===== config.mk =====
export PLATFORM = sky130hd
export DESIGN_NAME = core_status_flat
export DESIGN_NICKNAME = d
export VERILOG_FILES = /design/src/rtl/core_status_pkg.sv /design/src/rtl/core_status_if.sv /design/src/rtl/core_nmi_edge.sv /design/src/rtl/core_status.sv /design/src/flat_wrapper.sv
export SDC_FILE = /design/constraint.sdc
export NUM_CORES = 1
export LEC_CHECK = 0
export BUFFER_PORTS_ARGS = -buffer_cell sky130_fd_sc_hd__buf_2
export CAP_MARGIN = 20
export CELL_PAD_IN_SITES_DETAIL_PLACEMENT = 0
export CELL_PAD_IN_SITES_GLOBAL_PLACEMENT = 1
export CORE_MARGIN = 2
export CORE_UTILIZATION = 29
export CTS_CLUSTER_DIAMETER = 60
export CTS_CLUSTER_SIZE = 40
export DETAILED_ROUTE_END_ITERATION = 8
export PLACE_DENSITY = 0.88
export SYNTH_ARGS = -nofsm -noshare
export SYNTH_HDL_FRONTEND = slang
export SYNTH_SLANG_ARGS = --single-unit

===== constraint.sdc =====
create_clock -name I_clock -period 1.3 [get_ports I_clock]
set_input_delay 0.065 -clock I_clock [delete_from_list [all_inputs] [get_ports I_clock]]
set_output_delay 0.065 -clock I_clock [all_outputs]
set_load 0.005 [all_outputs]

===== src/rtl/core_status_pkg.sv =====
// Shared types and constants for the 2A03 processor status block:
// flag instruction encoding, P bit positions and the reset image.
package core_status_pkg;

   typedef enum logic [2:0] {
      FLAG_NONE = 3'd0,
      FLAG_CLC  = 3'd1,
      FLAG_SEC  = 3'd2,
      FLAG_CLI  = 3'd3,
      FLAG_SEI  = 3'd4,
      FLAG_CLV  = 3'd5,
      FLAG_CLD  = 3'd6,
      FLAG_SED  = 3'd7
   } flag_op_t;

   typedef enum logic {
      ST_IDLE = 1'b0,
      ST_REQ  = 1'b1
   } req_state_t;

   localparam int P_C = 0;
   localparam int P_Z = 1;
   localparam int P_I = 2;
   localparam int P_D = 3;
   localparam int P_B = 4;
   localparam int P_U = 5;
   localparam int P_V = 6;
   localparam int P_N = 7;

   localparam logic [7:0] P_RESET_VAL = 8'h24;

endpackage


===== src/rtl/core_status_if.sv =====
// Bus between the sequencer/ALU (master) and the status block (slave).
interface core_status_if;
   import core_status_pkg::*;

   logic     I_ready;
   logic     I_alu_we;
   logic     I_alu_carry;
   logic     I_alu_zero;
   logic     I_alu_overflow;
   logic     I_alu_sign;
   flag_op_t I_flag_op;
   logic     I_plp;
   logic [7:0] I_data;
   logic     I_push_brk;
   logic     I_nmi_n;
   logic     I_irq_n;
   logic     I_poll;
   logic     I_int_ack;

   logic     O_carry;
   logic     O_zero;
   logic     O_overflow;
   logic     O_sign;
   logic     O_decimal;
   logic     O_irq_disable;
   logic [7:0] O_p_push;
   logic     O_int_take;
   logic     O_int_nmi;

   modport master (
      output I_ready, I_alu_we, I_alu_carry, I_alu_zero, I_alu_overflow,
             I_alu_sign, I_flag_op, I_plp, I_data, I_push_brk, I_nmi_n,
             I_irq_n, I_poll, I_int_ack,
      input  O_carry, O_zero, O_overflow, O_sign, O_decimal, O_irq_disable,
             O_p_push, O_int_take, O_int_nmi
   );

   modport slave (
      input  I_ready, I_alu_we, I_alu_carry, I_alu_zero, I_alu_overflow,
             I_alu_sign, I_flag_op, I_plp, I_data, I_push_brk, I_nmi_n,
             I_irq_n, I_poll, I_int_ack,
      output O_carry, O_zero, O_overflow, O_sign, O_decimal, O_irq_disable,
             O_p_push, O_int_take, O_int_nmi
   );

endinterface


===== src/rtl/core_nmi_edge.sv =====
// NMI falling-edge detector with a sticky pending flag. Runs every clock,
// independent of RDY, so an edge during a stall is never lost.
module core_nmi_edge (
   input  logic clk,
   input  logic rst_n,
   input  logic nmi_n,
   input  logic clear,
   output logic pending
);

   logic prev_q, prev_d;
   logic pending_q, pending_d;
   logic fall;

   always_comb begin
      prev_d    = nmi_n;
      fall      = prev_q & ~nmi_n;
      pending_d = pending_q;
      // A fresh edge in the same cycle as the clear must survive.
      if (fall) begin
         pending_d = 1'b1;
      end else if (clear) begin
         pending_d = 1'b0;
      end
   end

   always_ff @(posedge clk or negedge rst_n) begin
      if (!rst_n) begin
         prev_q    <= 1'b1;
         pending_q <= 1'b0;
      end else begin
         prev_q    <= prev_d;
         pending_q <= pending_d;
      end
   end

   assign pending = pending_q;

endmodule


===== src/rtl/core_status.sv =====
// 2A03 processor status register (NV-BDIZC) plus interrupt sampling:
// NMI edge / IRQ level detection and a registered request to the sequencer.
module core_status
   import core_status_pkg::*;
#(
   parameter logic [7:0] P_RESET = P_RESET_VAL
) (
   input  logic         I_clock,
   input  logic         I_reset_n,
   core_status_if.slave bus
);

   logic c_q, c_d;
   logic z_q, z_d;
   logic i_q, i_d;
   logic d_q, d_d;
   logic v_q, v_d;
   logic n_q, n_d;
   logic i_prev_q, i_prev_d;

   req_state_t state_q, state_d;
   logic       int_nmi_q, int_nmi_d;

   logic nmi_pending;
   logic nmi_clear;
   logic int_want;

   // Flag register: ack > PLP > ALU capture, flag op overriding its own bit only.
   always_comb begin
      c_d      = c_q;
      z_d      = z_q;
      i_d      = i_q;
      d_d      = d_q;
      v_d      = v_q;
      n_d      = n_q;
      i_prev_d = i_prev_q;
      if (bus.I_ready) begin
         i_prev_d = i_q;
         if (bus.I_plp) begin
            c_d = bus.I_data[P_C];
            z_d = bus.I_data[P_Z];
            i_d = bus.I_data[P_I];
            d_d = bus.I_data[P_D];
            v_d = bus.I_data[P_V];
            n_d = bus.I_data[P_N];
         end else begin
            if (bus.I_alu_we) begin
               c_d = bus.I_alu_carry;
               z_d = bus.I_alu_zero;
               v_d = bus.I_alu_overflow;
               n_d = bus.I_alu_sign;
            end
            case (bus.I_flag_op)
               FLAG_CLC: c_d = 1'b0;
               FLAG_SEC: c_d = 1'b1;
               FLAG_CLI: i_d = 1'b0;
               FLAG_SEI: i_d = 1'b1;
               FLAG_CLV: v_d = 1'b0;
               FLAG_CLD: d_d = 1'b0;
               FLAG_SED: d_d = 1'b1;
               default:  ;
            endcase
         end
         if (bus.I_int_ack) begin
            i_d = 1'b1;
         end
      end
   end

   always_ff @(posedge I_clock or negedge I_reset_n) begin
      if (!I_reset_n) begin
         c_q      <= P_RESET[P_C];
         z_q      <= P_RESET[P_Z];
         i_q      <= P_RESET[P_I];
         d_q      <= P_RESET[P_D];
         v_q      <= P_RESET[P_V];
         n_q      <= P_RESET[P_N];
         i_prev_q <= 1'b1;
      end else begin
         c_q      <= c_d;
         z_q      <= z_d;
         i_q      <= i_d;
         d_q      <= d_d;
         v_q      <= v_d;
         n_q      <= n_d;
         i_prev_q <= i_prev_d;
      end
   end

   core_nmi_edge u_nmi_edge (
      .clk     (I_clock),
      .rst_n   (I_reset_n),
      .nmi_n   (bus.I_nmi_n),
      .clear   (nmi_clear),
      .pending (nmi_pending)
   );

   // IRQ eligibility looks at the delayed I so CLI/SEI/PLP act one instruction late.
   assign int_want  = nmi_pending | (~bus.I_irq_n & ~i_prev_q);
   assign nmi_clear = bus.I_ready & bus.I_int_ack & (state_q == ST_REQ) & int_nmi_q;

   always_comb begin
      state_d   = state_q;
      int_nmi_d = int_nmi_q;
      if (bus.I_ready) begin
         case (state_q)
            ST_IDLE: begin
               if (bus.I_poll && int_want) begin
                  state_d   = ST_REQ;
                  int_nmi_d = nmi_pending;
               end
            end
            ST_REQ: begin
               if (bus.I_int_ack) begin
                  state_d   = ST_IDLE;
                  int_nmi_d = 1'b0;
               end else if (nmi_pending) begin
                  int_nmi_d = 1'b1;
               end
            end
            default: begin
               state_d   = ST_IDLE;
               int_nmi_d = 1'b0;
            end
         endcase
      end
   end

   always_ff @(posedge I_clock or negedge I_reset_n) begin
      if (!I_reset_n) begin
         state_q   <= ST_IDLE;
         int_nmi_q <= 1'b0;
      end else begin
         state_q   <= state_d;
         int_nmi_q <= int_nmi_d;
      end
   end

   assign bus.O_carry       = c_q;
   assign bus.O_zero        = z_q;
   assign bus.O_overflow    = v_q;
   assign bus.O_sign        = n_q;
   assign bus.O_decimal     = d_q;
   assign bus.O_irq_disable = i_q;
   assign bus.O_p_push      = {n_q, v_q, 1'b1, bus.I_push_brk, d_q, i_q, z_q, c_q};
   assign bus.O_int_take    = (state_q == ST_REQ);
   assign bus.O_int_nmi     = int_nmi_q;

endmodule


===== src/flat_wrapper.sv =====
// flat-port wrapper written by rule: the top's interface ports become plain ports
module core_status_flat import core_status_pkg::*;
#(
   parameter logic [7:0] P_RESET = P_RESET_VAL
)
  (I_clock, I_reset_n, bus_I_ready, bus_I_alu_we, bus_I_alu_carry, bus_I_alu_zero, bus_I_alu_overflow, bus_I_alu_sign, bus_I_flag_op, bus_I_plp, bus_I_data, bus_I_push_brk, bus_I_nmi_n, bus_I_irq_n, bus_I_poll, bus_I_int_ack, bus_O_carry, bus_O_zero, bus_O_overflow, bus_O_sign, bus_O_decimal, bus_O_irq_disable, bus_O_p_push, bus_O_int_take, bus_O_int_nmi);
  core_status_if bus_i ();
  input  logic I_clock;
  input  logic I_reset_n;
  input wire logic [$bits(bus_i.I_ready)-1:0] bus_I_ready;
  input wire logic [$bits(bus_i.I_alu_we)-1:0] bus_I_alu_we;
  input wire logic [$bits(bus_i.I_alu_carry)-1:0] bus_I_alu_carry;
  input wire logic [$bits(bus_i.I_alu_zero)-1:0] bus_I_alu_zero;
  input wire logic [$bits(bus_i.I_alu_overflow)-1:0] bus_I_alu_overflow;
  input wire logic [$bits(bus_i.I_alu_sign)-1:0] bus_I_alu_sign;
  input wire logic [$bits(bus_i.I_flag_op)-1:0] bus_I_flag_op;
  input wire logic [$bits(bus_i.I_plp)-1:0] bus_I_plp;
  input wire logic [$bits(bus_i.I_data)-1:0] bus_I_data;
  input wire logic [$bits(bus_i.I_push_brk)-1:0] bus_I_push_brk;
  input wire logic [$bits(bus_i.I_nmi_n)-1:0] bus_I_nmi_n;
  input wire logic [$bits(bus_i.I_irq_n)-1:0] bus_I_irq_n;
  input wire logic [$bits(bus_i.I_poll)-1:0] bus_I_poll;
  input wire logic [$bits(bus_i.I_int_ack)-1:0] bus_I_int_ack;
  output wire logic [$bits(bus_i.O_carry)-1:0] bus_O_carry;
  output wire logic [$bits(bus_i.O_zero)-1:0] bus_O_zero;
  output wire logic [$bits(bus_i.O_overflow)-1:0] bus_O_overflow;
  output wire logic [$bits(bus_i.O_sign)-1:0] bus_O_sign;
  output wire logic [$bits(bus_i.O_decimal)-1:0] bus_O_decimal;
  output wire logic [$bits(bus_i.O_irq_disable)-1:0] bus_O_irq_disable;
  output wire logic [$bits(bus_i.O_p_push)-1:0] bus_O_p_push;
  output wire logic [$bits(bus_i.O_int_take)-1:0] bus_O_int_take;
  output wire logic [$bits(bus_i.O_int_nmi)-1:0] bus_O_int_nmi;
  assign bus_i.I_ready = bus_I_ready;
  assign bus_i.I_alu_we = bus_I_alu_we;
  assign bus_i.I_alu_carry = bus_I_alu_carry;
  assign bus_i.I_alu_zero = bus_I_alu_zero;
  assign bus_i.I_alu_overflow = bus_I_alu_overflow;
  assign bus_i.I_alu_sign = bus_I_alu_sign;
  assign bus_i.I_flag_op = bus_I_flag_op;
  assign bus_i.I_plp = bus_I_plp;
  assign bus_i.I_data = bus_I_data;
  assign bus_i.I_push_brk = bus_I_push_brk;
  assign bus_i.I_nmi_n = bus_I_nmi_n;
  assign bus_i.I_irq_n = bus_I_irq_n;
  assign bus_i.I_poll = bus_I_poll;
  assign bus_i.I_int_ack = bus_I_int_ack;
  assign bus_O_carry = bus_i.O_carry;
  assign bus_O_zero = bus_i.O_zero;
  assign bus_O_overflow = bus_i.O_overflow;
  assign bus_O_sign = bus_i.O_sign;
  assign bus_O_decimal = bus_i.O_decimal;
  assign bus_O_irq_disable = bus_i.O_irq_disable;
  assign bus_O_p_push = bus_i.O_p_push;
  assign bus_O_int_take = bus_i.O_int_take;
  assign bus_O_int_nmi = bus_i.O_int_nmi;
  core_status #(.P_RESET(P_RESET)) u_core (.I_clock(I_clock), .I_reset_n(I_reset_n), .bus(bus_i));
endmodule

Yosys cells after proc, flatten, opt, wreduce, memory -nomap -nowiden:

Cells that the tools add are included.

* logic and storage cells: 67
* output and inout bits: 16
* bits in registers: 11
* bits of input ports: 25

* reductions and logical operators: 13
* bitwise operators: 10
* eq/ne operators: 9
* muxes and demuxes: 24

Operators with widths (number)
* $mux W1: 19
* $eq A3 B3 Y1 const B: 4
* $pmux W1 S2: 5
* $reduce_and A2 Y1: 5
* $reduce_bool A4 Y1: 2
* $eq A3 B2 Y1 const B: 2
* $reduce_bool A3 Y1: 2
* $and A1 B1 Y1: 5
* $not A1 Y1: 4
* $reduce_bool A2 Y1: 2
* $eq A3 B1 Y1 const B: 1
* $ne A3 B3 Y1 const B: 1
* $reduce_and A3 Y1: 1
* $ne A2 B1 Y1 const B: 1
* $logic_and A1 B1 Y1: 1
* $or A1 B1 Y1: 1

Depth between registers and ports, before layout:

* depth after elaboration: 6
* depth in mapped cells: 5
* mapped depth without buffers: 3

Hierarchy:

Synthesis repeated with hierarchy kept, for this count alone.

* cell total of the unflattened synthesis: 75
* area total of the unflattened synthesis: 713.2 sq um

By module, submodules not included
* core_status: instances 1, area an instance 641.9 sq um, sequential area each 227.7 sq um, cells an instance 70
* core_nmi_edge: instances 1, area an instance 71.3 sq um, sequential area each 51.3 sq um, cells an instance 5

Least setup slack after synthesis:

OpenSTA, ideal clock, no wires.

* path kind: register -> register
* start point: register, netlist name u_core.bus.O_irq_disable
* end point: register u_core.i_q (netlist: u_core.bus.O_irq_disable)
* stages on the path, launching flop included: 4
* path slack: 0.325 ns
* setup time: 0.079 ns
* data required time: 1.221 ns
* arrival: 0.896 ns
* clock period less this slack: 0.975 ns
* path buffers: 0
* cells stage by stage: dfstp_2 -> a21boi_0 -> a211oi_1 -> o21ai_0

RTL lines
* to (signal assigned): RTL line core_status.sv:74 `i_q <= P_RESET[P_I];`
* to (signal assigned): RTL line core_status.sv:82 `i_q <= i_d;`
* to (decl): RTL line core_status.sv:15 `logic i_q, i_d;`

==> qor.yml <==
timing:
  setup_ws_ns: 0.2577
  rsz0062_at_grt: "false"
  post-route-period-util: 0.8018
  setup_viol: 0
  final_hold_viol_count: 0
  slew_violations: 0
  post-route-min-period_ns: 1.042
  fin_skew_ns: 0.0006715
  timing.fmax_mhz: 959.4
  final.setup.tns_ns: 0
grt:
  first_global_vias: 557
  grt_usage: 0.1120
  antenna_found_initial: 0
  grt_pass1_wl_um: 2277
  grt_max_degree: 20
  grt.overflow.total: 0
placement:
  place_ws_ns: 0.2068
  hpwl_um: 1099
  numPortBuffers: 35
  dp.cells: 128
  gp_congestion: 0.6905
  place_area_um2: 833.3
setup_path:
  path_cells: "a21boi_0 > a211oi_1 > o21ai_0"
  crit_fanout: 6
  critPathCaptureType: "flip-flop"
  worstSetupPathType: "flip-flop to flip-flop"
  arrival_ns: 1.23
  cp_slowest_stage_delay_ns: 0.57
  critPathLaunchType: "flip-flop"
  crit_slowest_cell: "dfstp_2"
  worstPathRequired_ns: 1.49
yosys:
  synth_cell_types: 32
  synth_warnings: 0
  yosysTopAreaCell: "dfrtp_1"
  syn-mean-instance-area_um2: 9.186
  synth-async-reset-ratio: 1.000
  synthTopCellsByCount: "9 x nand2_1, 8 x buf_4, 8 x dfrtp_1"
  synth.top_cell.area_share: 0.2867
  yosysMostFrequentCell: "nand2_1"
  ys_ff_latch: 11
  ys_seq_area_frac: 0.3996
  syn-num-nets: 101
  synth_flop_cell: "dfrtp_1"
  syn_area_um2: 698.2
  synth_area_leaders: "dfrtp_1 29%, dfstp_2 11%, buf_4 8.6%, nand2_1 4.8%, o21ai_0 3.6%"
  synth-edff-count: 0
  synthCells: 76
detailed_routing:
  wire_per_inst_um: 10.95
  routed_wl_um: 1467
  first_iter_violations: 12
  via_per_inst: 4.761
  ant_nets: 0
  first_pass_iters: 4
  drc: 0
  num_vias: 638
floorplanning:
  start_util: 0.3097
  die_w_um: 53.07
  ios: 41
  die_area_mm2: 0.002816
  dieHeight_um: 53.07
  coreArea_mm2: 0.002255
  rows: 17
power_and_ir_drop:
  pwr-share-clk: 0.244
  p_int_uw: 659.3
  cellLeakagePower_nw: 0.4329
  pwr-share-seq: 0.480
  combPwrFrac: 0.276
  vdd_ir_drop_max_mv: 0.6066
  netSwitchingFraction: 0.2967
  p_sw_uw: 278.1
  power_density_mw_per_mm2: 1066
cts:
  cts_resized: 0
  cts_made_buffers: 3
  cts_setup_buffers: 0
  ctsHoldBuffers: 2
  clk_pin_slew_ns: 0.07
  clk_latency_ns: 0.26
  clock-root-buffer: "clkbuf_4"
  cts_tree: "yes"
  cts_max_path_buffers: 2
  htreeDepth: 1
  clkSinkCount: 11
run_status:
  outcome: "completed"
cells_and_area:
  diodes: 0
  nets: 132
  final_core_util: 0.3901
  drive_gt1_frac: 0.4245
  synthToLayoutAreaGrowth_pct: 25.99
  fin_area_um2: 879.6
  stdcell_count: 134
flow_run:
  maxCapViolCount: 0
worst_hold_path:
  hp-class: "input port to flip-flop"
[power groups by stage]
stage	Clock [mW]	Sequential [mW]	Combinational (mW)
after floorplan	0	0.453	0.163
after global placement	0	0.451	0.253
after detailed placement	0	0.455	0.257
after CTS	0.245	0.450	0.262
after global routing	0.273	0.459	0.290
final	0.229	0.450	0.258
[metal layers]
| layer | global-route usage | vias up | part of all wire |
|---|---|---|---|
| met1 | 0.1332 | 286 | 0.47 |
| met4 | 0.02991 | 0 | 0 |
| met5 | 0 | - | 0 |
| li1 | - | 326 | - |
| met3 | 0.05650 | 0 | 0.092 |
| met2 | 0.1771 | 26 | 0.43 |
[worst paths after layout]
path | start | end | slack [ns] | cells after the start
hold / removal | bus_I_int_ack | u_core.bus.O_int_nmi$_DFFE_PN0P_ | 0.04 | 2
hold reg to reg | u_core.u_nmi_edge.pending$_DFFE_PN0P_ | u_core.u_nmi_edge.pending$_DFFE_PN0P_ | 0.50 | 2
setup / recovery | u_core.bus.O_irq_disable$_DFFE_PN1P_ | u_core.bus.O_irq_disable$_DFFE_PN1P_ | 0.26 | 3
max in group asynchronous | I_reset_n | u_core.u_nmi_edge.prev_q$_DFF_PN1_ | 0.83 | 2
min in group asynchronous | I_reset_n | u_core.bus.O_carry$_DFFE_PN0P_ | 0.20 | 2
setup reg to reg | u_core.bus.O_irq_disable$_DFFE_PN1P_ | u_core.bus.O_irq_disable$_DFFE_PN1P_ | 0.26 | 3
[layout by cell type, fill, tap and decap left out, types with 2 or more instances in the layout]
master	instances
nor2_1	2
dfrtp_1	8
nand4b_1	2
nand2_1	9
inv_1	5
dlygate4sd3_1	2
o31ai_1	2
a21oi_1	3
o21ai_0	5
nand3b_1	2
dfstp_2	3
a22o_1	2
nand2b_1	3
clkbuf_4	3
a32o_1	2
buf_2	35
[final cells by class]
class,instances,area [µm²]
timing repair buffer,37,195.2
sequential,11,279.0
fill,261,1375
clock buffer,4,26.28
multi-input combinational,49,325.3
tap,28,35.03
inverter,5,18.77
[state kept, by name, summed over array words and instances, names as in the netlist]
signal,count
u_core.u_nmi_edge.pending,1
u_core.i_prev_q,1
u_core.bus.O_zero,1
u_core.bus.O_int_take,1
u_core.bus.O_overflow,1
u_core.bus.O_decimal,1
u_core.bus.O_sign,1
u_core.u_nmi_edge.prev_q,1
u_core.bus.O_carry,1
u_core.bus.O_irq_disable,1
u_core.bus.O_int_nmi,1
[per-stage QoR]
step                      hold slack (ns)  total power [mW]
after detailed placement         -0.04605            0.7124
after global placement           -0.05289            0.7037
after CTS                         0.03206            0.9566
after global routing              0.03588             1.022
after floorplan                   -0.2306            0.6158
final                             0.04443            0.9375
[cell families (layout without fill, tap and decap cells)]
group | after synthesis | in the layout | synth area share
flip-flops | 11 | 11 | 0.3996
AO/OA/AOI/OAI | 26 | 26 | 0.2724
buffers and inverters | 16 | 46 | 0.1344
AND/OR/NAND/NOR | 20 | 20 | 0.1595
other | 1 | 1 | 0.005371
multiplexers | 1 | 1 | 0.01613
XOR/XNOR | 1 | 1 | 0.01255
[critical path: cells and delay by family, from the launching register on]
kind            cells  cell delay [ns]
flops               1             0.57
compound gates      3             0.40
Note: power is estimated with default switching activity, not from simulation.
